`config.mk`:
```
export PLATFORM = sky130hd
export DESIGN_NAME = rom2r_rr_arbiter
export DESIGN_NICKNAME = d
export VERILOG_FILES = /design/src/rtl/rom2r_rr_arbiter.sv
export SDC_FILE = /design/constraint.sdc
export NUM_CORES = 1
export LEC_CHECK = 0
export CORE_UTILIZATION = 42
export DETAILED_ROUTE_END_ITERATION = 10
export PLACE_DENSITY = 0.78
export SLEW_MARGIN = 20
export SYNTH_ARGS = -nofsm -noshare
export SYNTH_HDL_FRONTEND = slang
export SYNTH_SLANG_ARGS = --single-unit
```
`constraint.sdc`:
```
create_clock -name clk -period 3.4 [get_ports clk]
set_input_delay 0.51 -clock clk [delete_from_list [all_inputs] [get_ports clk]]
set_output_delay 0.51 -clock clk [all_outputs]
set_load 0.01 [all_outputs]
```
`src/rtl/rom2r_rr_arbiter.sv`:
```
// rom2r_rr_arbiter
//   Round-robin arbiter that shares the two read ports of a dual-read
//   synchronous LUT ROM among NUM_REQ requesters. Up to two grants per cycle
//   (port A = first eligible from rr_ptr, port B = second). A registered tag
//   per port follows the ROM's 1-cycle read latency. The returned word is
//   captured into a per-requester response slot, so a request in cycle T
//   gives rsp_valid from cycle T+2.
//
// Ports
//   clk, rst_n             clock, asynchronous active-low reset
//   req_valid/req_addr     per-requester request strobe and address
//                          (requester i at [i*ADDR_WIDTH +: ADDR_WIDTH])
//   req_ready              combinational grant, one bit per requester
//   rsp_valid/rsp_data     per-requester response, held until rsp_ready
//   rsp_ready              per-requester response consume
//   rom_addr_a/b           ROM read addresses (0 when the port is idle)
//   rom_dout_a/b           ROM read data, one cycle after the address
//   stat_grants/stalls     only when ROM2R_ARB_STATS_EN is defined:
//                          saturating grant count and stall-cycle count
//
// Optional macro: ROM2R_ARB_STATS_EN

// Per-requester response slot: owns busy plus the held response word.
module rom2r_rsp_slot #(
  parameter int DATA_WIDTH = 32
) (
  input  logic                  clk,
  input  logic                  rst_n,
  input  logic                  gnt,
  input  logic                  cap,
  input  logic [DATA_WIDTH-1:0] cap_data,
  input  logic                  rsp_ready,
  output logic                  rsp_valid,
  output logic [DATA_WIDTH-1:0] rsp_data,
  output logic                  busy
);
  logic hs;
  assign hs = rsp_valid && rsp_ready;

  always_ff @(posedge clk or negedge rst_n) begin
    if (!rst_n) begin
      busy      <= 1'b0;
      rsp_valid <= 1'b0;
      rsp_data  <= '0;
    end else begin
      // A grant in the handshake cycle keeps busy set (same-cycle reuse).
      if (gnt)     busy <= 1'b1;
      else if (hs) busy <= 1'b0;
      // busy guarantees a capture never lands on an unconsumed word.
      if (cap) begin
        rsp_valid <= 1'b1;
        rsp_data  <= cap_data;
      end else if (hs) begin
        rsp_valid <= 1'b0;
      end
    end
  end
endmodule

module rom2r_rr_arbiter #(
  parameter int NUM_REQ    = 4,
  parameter int ADDR_WIDTH = 10,
  parameter int DATA_WIDTH = 32
) (
  input  logic                          clk,
  input  logic                          rst_n,
  input  logic [NUM_REQ-1:0]            req_valid,
  input  logic [NUM_REQ*ADDR_WIDTH-1:0] req_addr,
  output logic [NUM_REQ-1:0]            req_ready,
  output logic [NUM_REQ-1:0]            rsp_valid,
  output logic [NUM_REQ*DATA_WIDTH-1:0] rsp_data,
  input  logic [NUM_REQ-1:0]            rsp_ready,
  output logic [ADDR_WIDTH-1:0]         rom_addr_a,
  output logic [ADDR_WIDTH-1:0]         rom_addr_b,
  input  logic [DATA_WIDTH-1:0]         rom_dout_a,
  input  logic [DATA_WIDTH-1:0]         rom_dout_b
`ifdef ROM2R_ARB_STATS_EN
  ,
  output logic [31:0]                   stat_grants,
  output logic [31:0]                   stat_stalls
`endif
);
  localparam int PTR_W = $clog2(NUM_REQ);

  logic [PTR_W-1:0]   rr_ptr, rr_nxt;
  logic [NUM_REQ-1:0] busy, eligible, gnt;
  logic               a_vld, b_vld;
  logic [PTR_W-1:0]   a_idx, b_idx;
  logic               tag_a_vld, tag_b_vld;
  logic [PTR_W-1:0]   tag_a_idx, tag_b_idx;

  function automatic logic [PTR_W-1:0] inc_wrap(input logic [PTR_W-1:0] v);
    inc_wrap = (v == PTR_W'(NUM_REQ-1)) ? '0 : v + 1'b1;
  endfunction

  // Gating with rst_n keeps req_ready low while reset is held.
  assign eligible = req_valid & (~busy | (rsp_valid & rsp_ready)) & {NUM_REQ{rst_n}};

  // Scan from rr_ptr: first eligible -> port A, second -> port B.
  always_comb begin
    a_vld = 1'b0;
    b_vld = 1'b0;
    a_idx = '0;
    b_idx = '0;
    for (int k = 0; k < NUM_REQ; k++) begin
      automatic int j = (int'(rr_ptr) + k) % NUM_REQ;
      if (eligible[j]) begin
        if (!a_vld) begin
          a_vld = 1'b1;
          a_idx = PTR_W'(j);
        end else if (!b_vld) begin
          b_vld = 1'b1;
          b_idx = PTR_W'(j);
        end
      end
    end
  end

  // B is always later in scan order than A, so it is the last grantee.
  always_comb begin
    rr_nxt = rr_ptr;
    if (b_vld)      rr_nxt = inc_wrap(b_idx);
    else if (a_vld) rr_nxt = inc_wrap(a_idx);
  end

  assign rom_addr_a = a_vld ? req_addr[a_idx*ADDR_WIDTH +: ADDR_WIDTH] : '0;
  assign rom_addr_b = b_vld ? req_addr[b_idx*ADDR_WIDTH +: ADDR_WIDTH] : '0;
  assign req_ready  = gnt;

  // Tags line up with rom_dout_a/b one cycle after the grant.
  always_ff @(posedge clk or negedge rst_n) begin
    if (!rst_n) begin
      rr_ptr    <= '0;
      tag_a_vld <= 1'b0;
      tag_b_vld <= 1'b0;
      tag_a_idx <= '0;
      tag_b_idx <= '0;
    end else begin
      rr_ptr    <= rr_nxt;
      tag_a_vld <= a_vld;
      tag_b_vld <= b_vld;
      tag_a_idx <= a_idx;
      tag_b_idx <= b_idx;
    end
  end

  for (genvar i = 0; i < NUM_REQ; i++) begin : g_slot
    logic cap_a, cap_b;
    assign gnt[i] = (a_vld && a_idx == PTR_W'(i)) || (b_vld && b_idx == PTR_W'(i));
    assign cap_a  = tag_a_vld && tag_a_idx == PTR_W'(i);
    assign cap_b  = tag_b_vld && tag_b_idx == PTR_W'(i);

    rom2r_rsp_slot #(.DATA_WIDTH(DATA_WIDTH)) u_slot (
      .clk       (clk),
      .rst_n     (rst_n),
      .gnt       (gnt[i]),
      .cap       (cap_a || cap_b),
      .cap_data  (cap_a ? rom_dout_a : rom_dout_b),
      .rsp_ready (rsp_ready[i]),
      .rsp_valid (rsp_valid[i]),
      .rsp_data  (rsp_data[i*DATA_WIDTH +: DATA_WIDTH]),
      .busy      (busy[i])
    );
  end

`ifdef ROM2R_ARB_STATS_EN
  logic [32:0] grants_sum, stalls_sum;
  assign grants_sum = {1'b0, stat_grants} + 33'(a_vld) + 33'(b_vld);
  assign stalls_sum = {1'b0, stat_stalls} + 33'(|(req_valid & ~gnt));

  always_ff @(posedge clk or negedge rst_n) begin
    if (!rst_n) begin
      stat_grants <= '0;
      stat_stalls <= '0;
    end else begin
      stat_grants <= grants_sum[32] ? '1 : grants_sum[31:0];
      stat_stalls <= stalls_sum[32] ? '1 : stalls_sum[31:0];
    end
  end
`endif
endmodule

```
==> metrics.txt <==
count of cell types in the netlist=60; maximum cell stage delay along the critical path=360 ps; TritonCTS clock tree=yes; violated checks=setup timing; origin of the critical flop-to-flop path=g_slot[0].u_slot.rsp_valid; Hold Violations, Final=0; via total after detailed routing=7488; outcome=finished, violations left; combined flip-flop and latch cell area=0.00361 mm2; number of sinks handled by clock tree synthesis=144; Setup Crit Path Kind=input pin to output pin; RSZ-0062 raised after global routing=yes; arrival time of data at the critical path endpoint=3020 ps; share of synthesized area occupied by flip-flops and latches=45.1%; EDFF count, synth=0; power spent charging and discharging nets=3.91 mW; Tmin final=3530 ps; share of power burned in the clock network=18.2%; ranking of synthesized cells by area=sky130_fd_sc_hd__dfrtp_1, sky130_fd_sc_hd__mux2i_1, sky130_fd_sc_hd__o21ai_0, sky130_fd_sc_hd__nand2_1, sky130_fd_sc_hd__mux4_1; residual antenna-violating net count after detailed routing=0; sum of internal, switching and leakage power=10.8 mW; commonest cells in the synthesized netlist=sky130_fd_sc_hd__o21ai_0, sky130_fd_sc_hd__nand2_1, sky130_fd_sc_hd__dfrtp_1; wire per inst=19.2 um; number of register bits inferred by synthesis=144; total buffers and inverters traversed by the critical path=3; total clock buffers created by CTS=17; Power per Cell Area=877 mW/mm2; Mapped Nets=925; largest fanout of any net on the critical path=6; # IOs=270; share of final-layout standard cells stronger than drive strength 1=21.1%; global-route wire length before repair=40.6 mm; number of cells on the worst reg-to-reg path=15; slowest stage cell on the critical path=sky130_fd_sc_hd__a32o_2; area of the multi-input gates=0.00432 mm2; H-tree depth reported by CTS=4; floorplan die area=0.0196 mm2; buffers from clock root to sink, at most=2; most common cell type on the critical path=sky130_fd_sc_hd__mux2_4; utilization after layout=65.8%; total wirelength of the detailed-routed design=26.2 mm; P_int=6.88 mW; synthesized netlist cell count=804; maximum achievable frequency=0.283 GHz; Period Utilization, post-route=104%; pin count of the biggest net entering global routing=66; core area=0.0187 mm2; top cell family by delay on the critical path=simple AND/OR/NAND/NOR gates; buffers added on ports=269; slew at the pin closest to its max-slew limit=786 ps; number of antenna violations at the first check in global routing=0; Detail Placement HPWL=17.1 mm; mean cell area of the mapped netlist=9.94 um2; number of standard-cell rows in the floorplan=50; post-synthesis instance area=0.00799 mm2; non-filler cells in the finished layout=1364; Initial Util=42.7%; maxcap violations=0; most used flip-flop cell after synthesis=sky130_fd_sc_hd__dfrtp_1; final setup fails=24; vertical extent of the die=140 um; first-pass iteration count of the detailed router=5; combinational share of power=53.5%; clk slew on worst S/H paths=60 ps; register-to-register setup slack=590 ps; end of the worst register-to-register path=rr_ptr[0]; grt total ovfl=0; die width=140 um; Switching Fraction=36.2%; list of cells traversed by the critical path=dlygate4sd2_1 -> buf_4 -> a21bo_2 -> nand3_1 -> nor2_1 -> a31oi_4 -> a32o_2 -> nand2_4 -> mux2_4 -> mux2_4 -> buf_6; fill cell instance count of the final layout=1483; required time at the endpoint of the critical path=2890 ps; final weighted congestion in routability-driven placement=0.922; worst ir drop on vdd=0.000474 V; iteration-0 DRC count of the detailed router=431; Diodes inserted=0; top-area cell type share of the netlist area=45.1%; leading area contributor after synthesis=sky130_fd_sc_hd__dfrtp_1; ratio of routed vias to standard cells=5.49; cell at the root of the clock tree=sky130_fd_sc_hd__clkbuf_16; relative slew slack=47.6%; total DRC errors in the routed layout=0; total placed cells including tap cells=1313; critical path capture point type=output pin; most used standard cell by instance count after synthesis=sky130_fd_sc_hd__o21ai_0; min-delay worst type=input pin to async pin; clock insertion delay at the later pin of the skew report=420 ps; proportion of synthesized flip-flops having asynchronous set or reset=100%; post-route clock skew=9.05 ps; type of origin of the critical path=input pin; Final Max Tran Viols=0; Yosys warnings=0; Critical Path Source=rsp_ready[3]; leakage power figure=5.65 nW; Total Routing Usage GR=26.6%; vias in the first global route=7486; PnR worst setup slack=-129 ps; # nets final=1238; Seq pwr share=28.4%; growth of design area from synthesis to finish=54.0%
==> routing by layer <==
layer	vias up	GRT usage [%]	share of wire, %
met1	3639	33.7	42
li1	3476	-	-
met4	0	10.2	2.9
met5	-	0	0
met3	60	5.06	5.9
met2	313	44.8	49
==> worst max path at each step <==
stage | endpoint | cells after the start | slack [ps]
5_1_grt | rom_addr_b[7] | 11 | -190
3_5_place_dp | rom_addr_b[9] | 13 | -730
4_1_cts | rom_addr_a[6] | 13 | -120
2_1_floorplan | req_ready[1] | 13 | 130
6_report | rom_addr_b[6] | 11 | -130
3_3_place_gp | rom_addr_b[3] | 13 | -660
==> layout by cell type, fill, tap and decap left out, types with 4 or more instances in the layout <==
| cell type | n |
|---|---|
| sky130_fd_sc_hd__nor2_1 | 5 |
| sky130_fd_sc_hd__nand3b_1 | 4 |
| sky130_fd_sc_hd__buf_4 | 78 |
| sky130_fd_sc_hd__buf_6 | 24 |
| sky130_fd_sc_hd__mux2_4 | 15 |
| sky130_fd_sc_hd__and2_1 | 7 |
| sky130_fd_sc_hd__nand2_1 | 142 |
| sky130_fd_sc_hd__nor2_4 | 5 |
| sky130_fd_sc_hd__mux2i_1 | 129 |
| sky130_fd_sc_hd__and2_4 | 7 |
| sky130_fd_sc_hd__dlygate4sd2_1 | 7 |
| sky130_fd_sc_hd__o21ai_0 | 141 |
| sky130_fd_sc_hd__ha_1 | 4 |
| sky130_fd_sc_hd__clkbuf_16 | 18 |
| sky130_fd_sc_hd__clkdlybuf4s50_1 | 237 |
| sky130_fd_sc_hd__o21ai_1 | 5 |
| sky130_fd_sc_hd__dfrtp_1 | 142 |
| sky130_fd_sc_hd__mux4_2 | 10 |
| sky130_fd_sc_hd__buf_2 | 9 |
| sky130_fd_sc_hd__mux2_2 | 6 |
| sky130_fd_sc_hd__nand3_1 | 15 |
| sky130_fd_sc_hd__buf_12 | 4 |
| sky130_fd_sc_hd__a21oi_1 | 19 |
| sky130_fd_sc_hd__inv_1 | 9 |
==> power by group through the flow <==
| stage | clock (mW) | sequential, mW | combinational (mW) |
|---|---|---|---|
| finish | 1.96 | 3.06 | 5.77 |
| global route | 2.07 | 3.16 | 6.20 |
| CTS | 1.99 | 3.05 | 5.60 |
| detailed placement | 0 | 3.07 | 5.30 |
| global placement | 0 | 3.03 | 5.22 |
| floorplan | 0 | 3.36 | 2.14 |
==> registers in the layout, summed over array words and instances, names as in the netlist <==
register,cells
g_slot.u_slot.rsp_data,128
g_slot.u_slot.busy,4
g_slot.u_slot.rsp_valid,4
rr_ptr,2
tag_a_idx,2
tag_b_idx,2
tag_a_vld,1
tag_b_vld,1
==> per-stage QoR <==
step	setup TNS (ps)	cell area [um2]	setup slack [ps]	hold slack [ps]
after floorplan	0	7990	134	214
after global placement	-14400	11300	-660	473
after detailed placement	-15530	11300	-730	476
after CTS	-2180	12100	-123	30.5
after global routing	-3870	12300	-194	60.9
final	-2340	12300	-129	64.1
==> cell families after synthesis <==
logic type	synth area share, %
and+or+nand+nor	11.7
buffers and inverters	4.71
adders and majority gates	1.35
xor gates and xnor gates	0.313
muxes	22.8
AOI/OAI and AO/OA	14.0
DFF	45.1
==> layout make-up <==
class                      count  area share [%]
clock buffer                  20            3.71
clock inverter                12            1.27
inverter                      11           0.335
multi-input combinational    583            35.1
sequential                   144            29.3
tap                          234            2.38
timing repair buffer         360            27.9
==> repair_timing <==
| action | CTS | global route |
|---|---|---|
| cloned | 3 | 1 |
| pin swaps | 28 | 24 |
| gates resized for setup | 159 | 45 |
| hold buffers | 0 | 0 |
| buffers inserted | 13 | 5 |
| setup endpoints to repair | 24 | 24 |
Note: power is estimated with default switching activity, not from simulation.
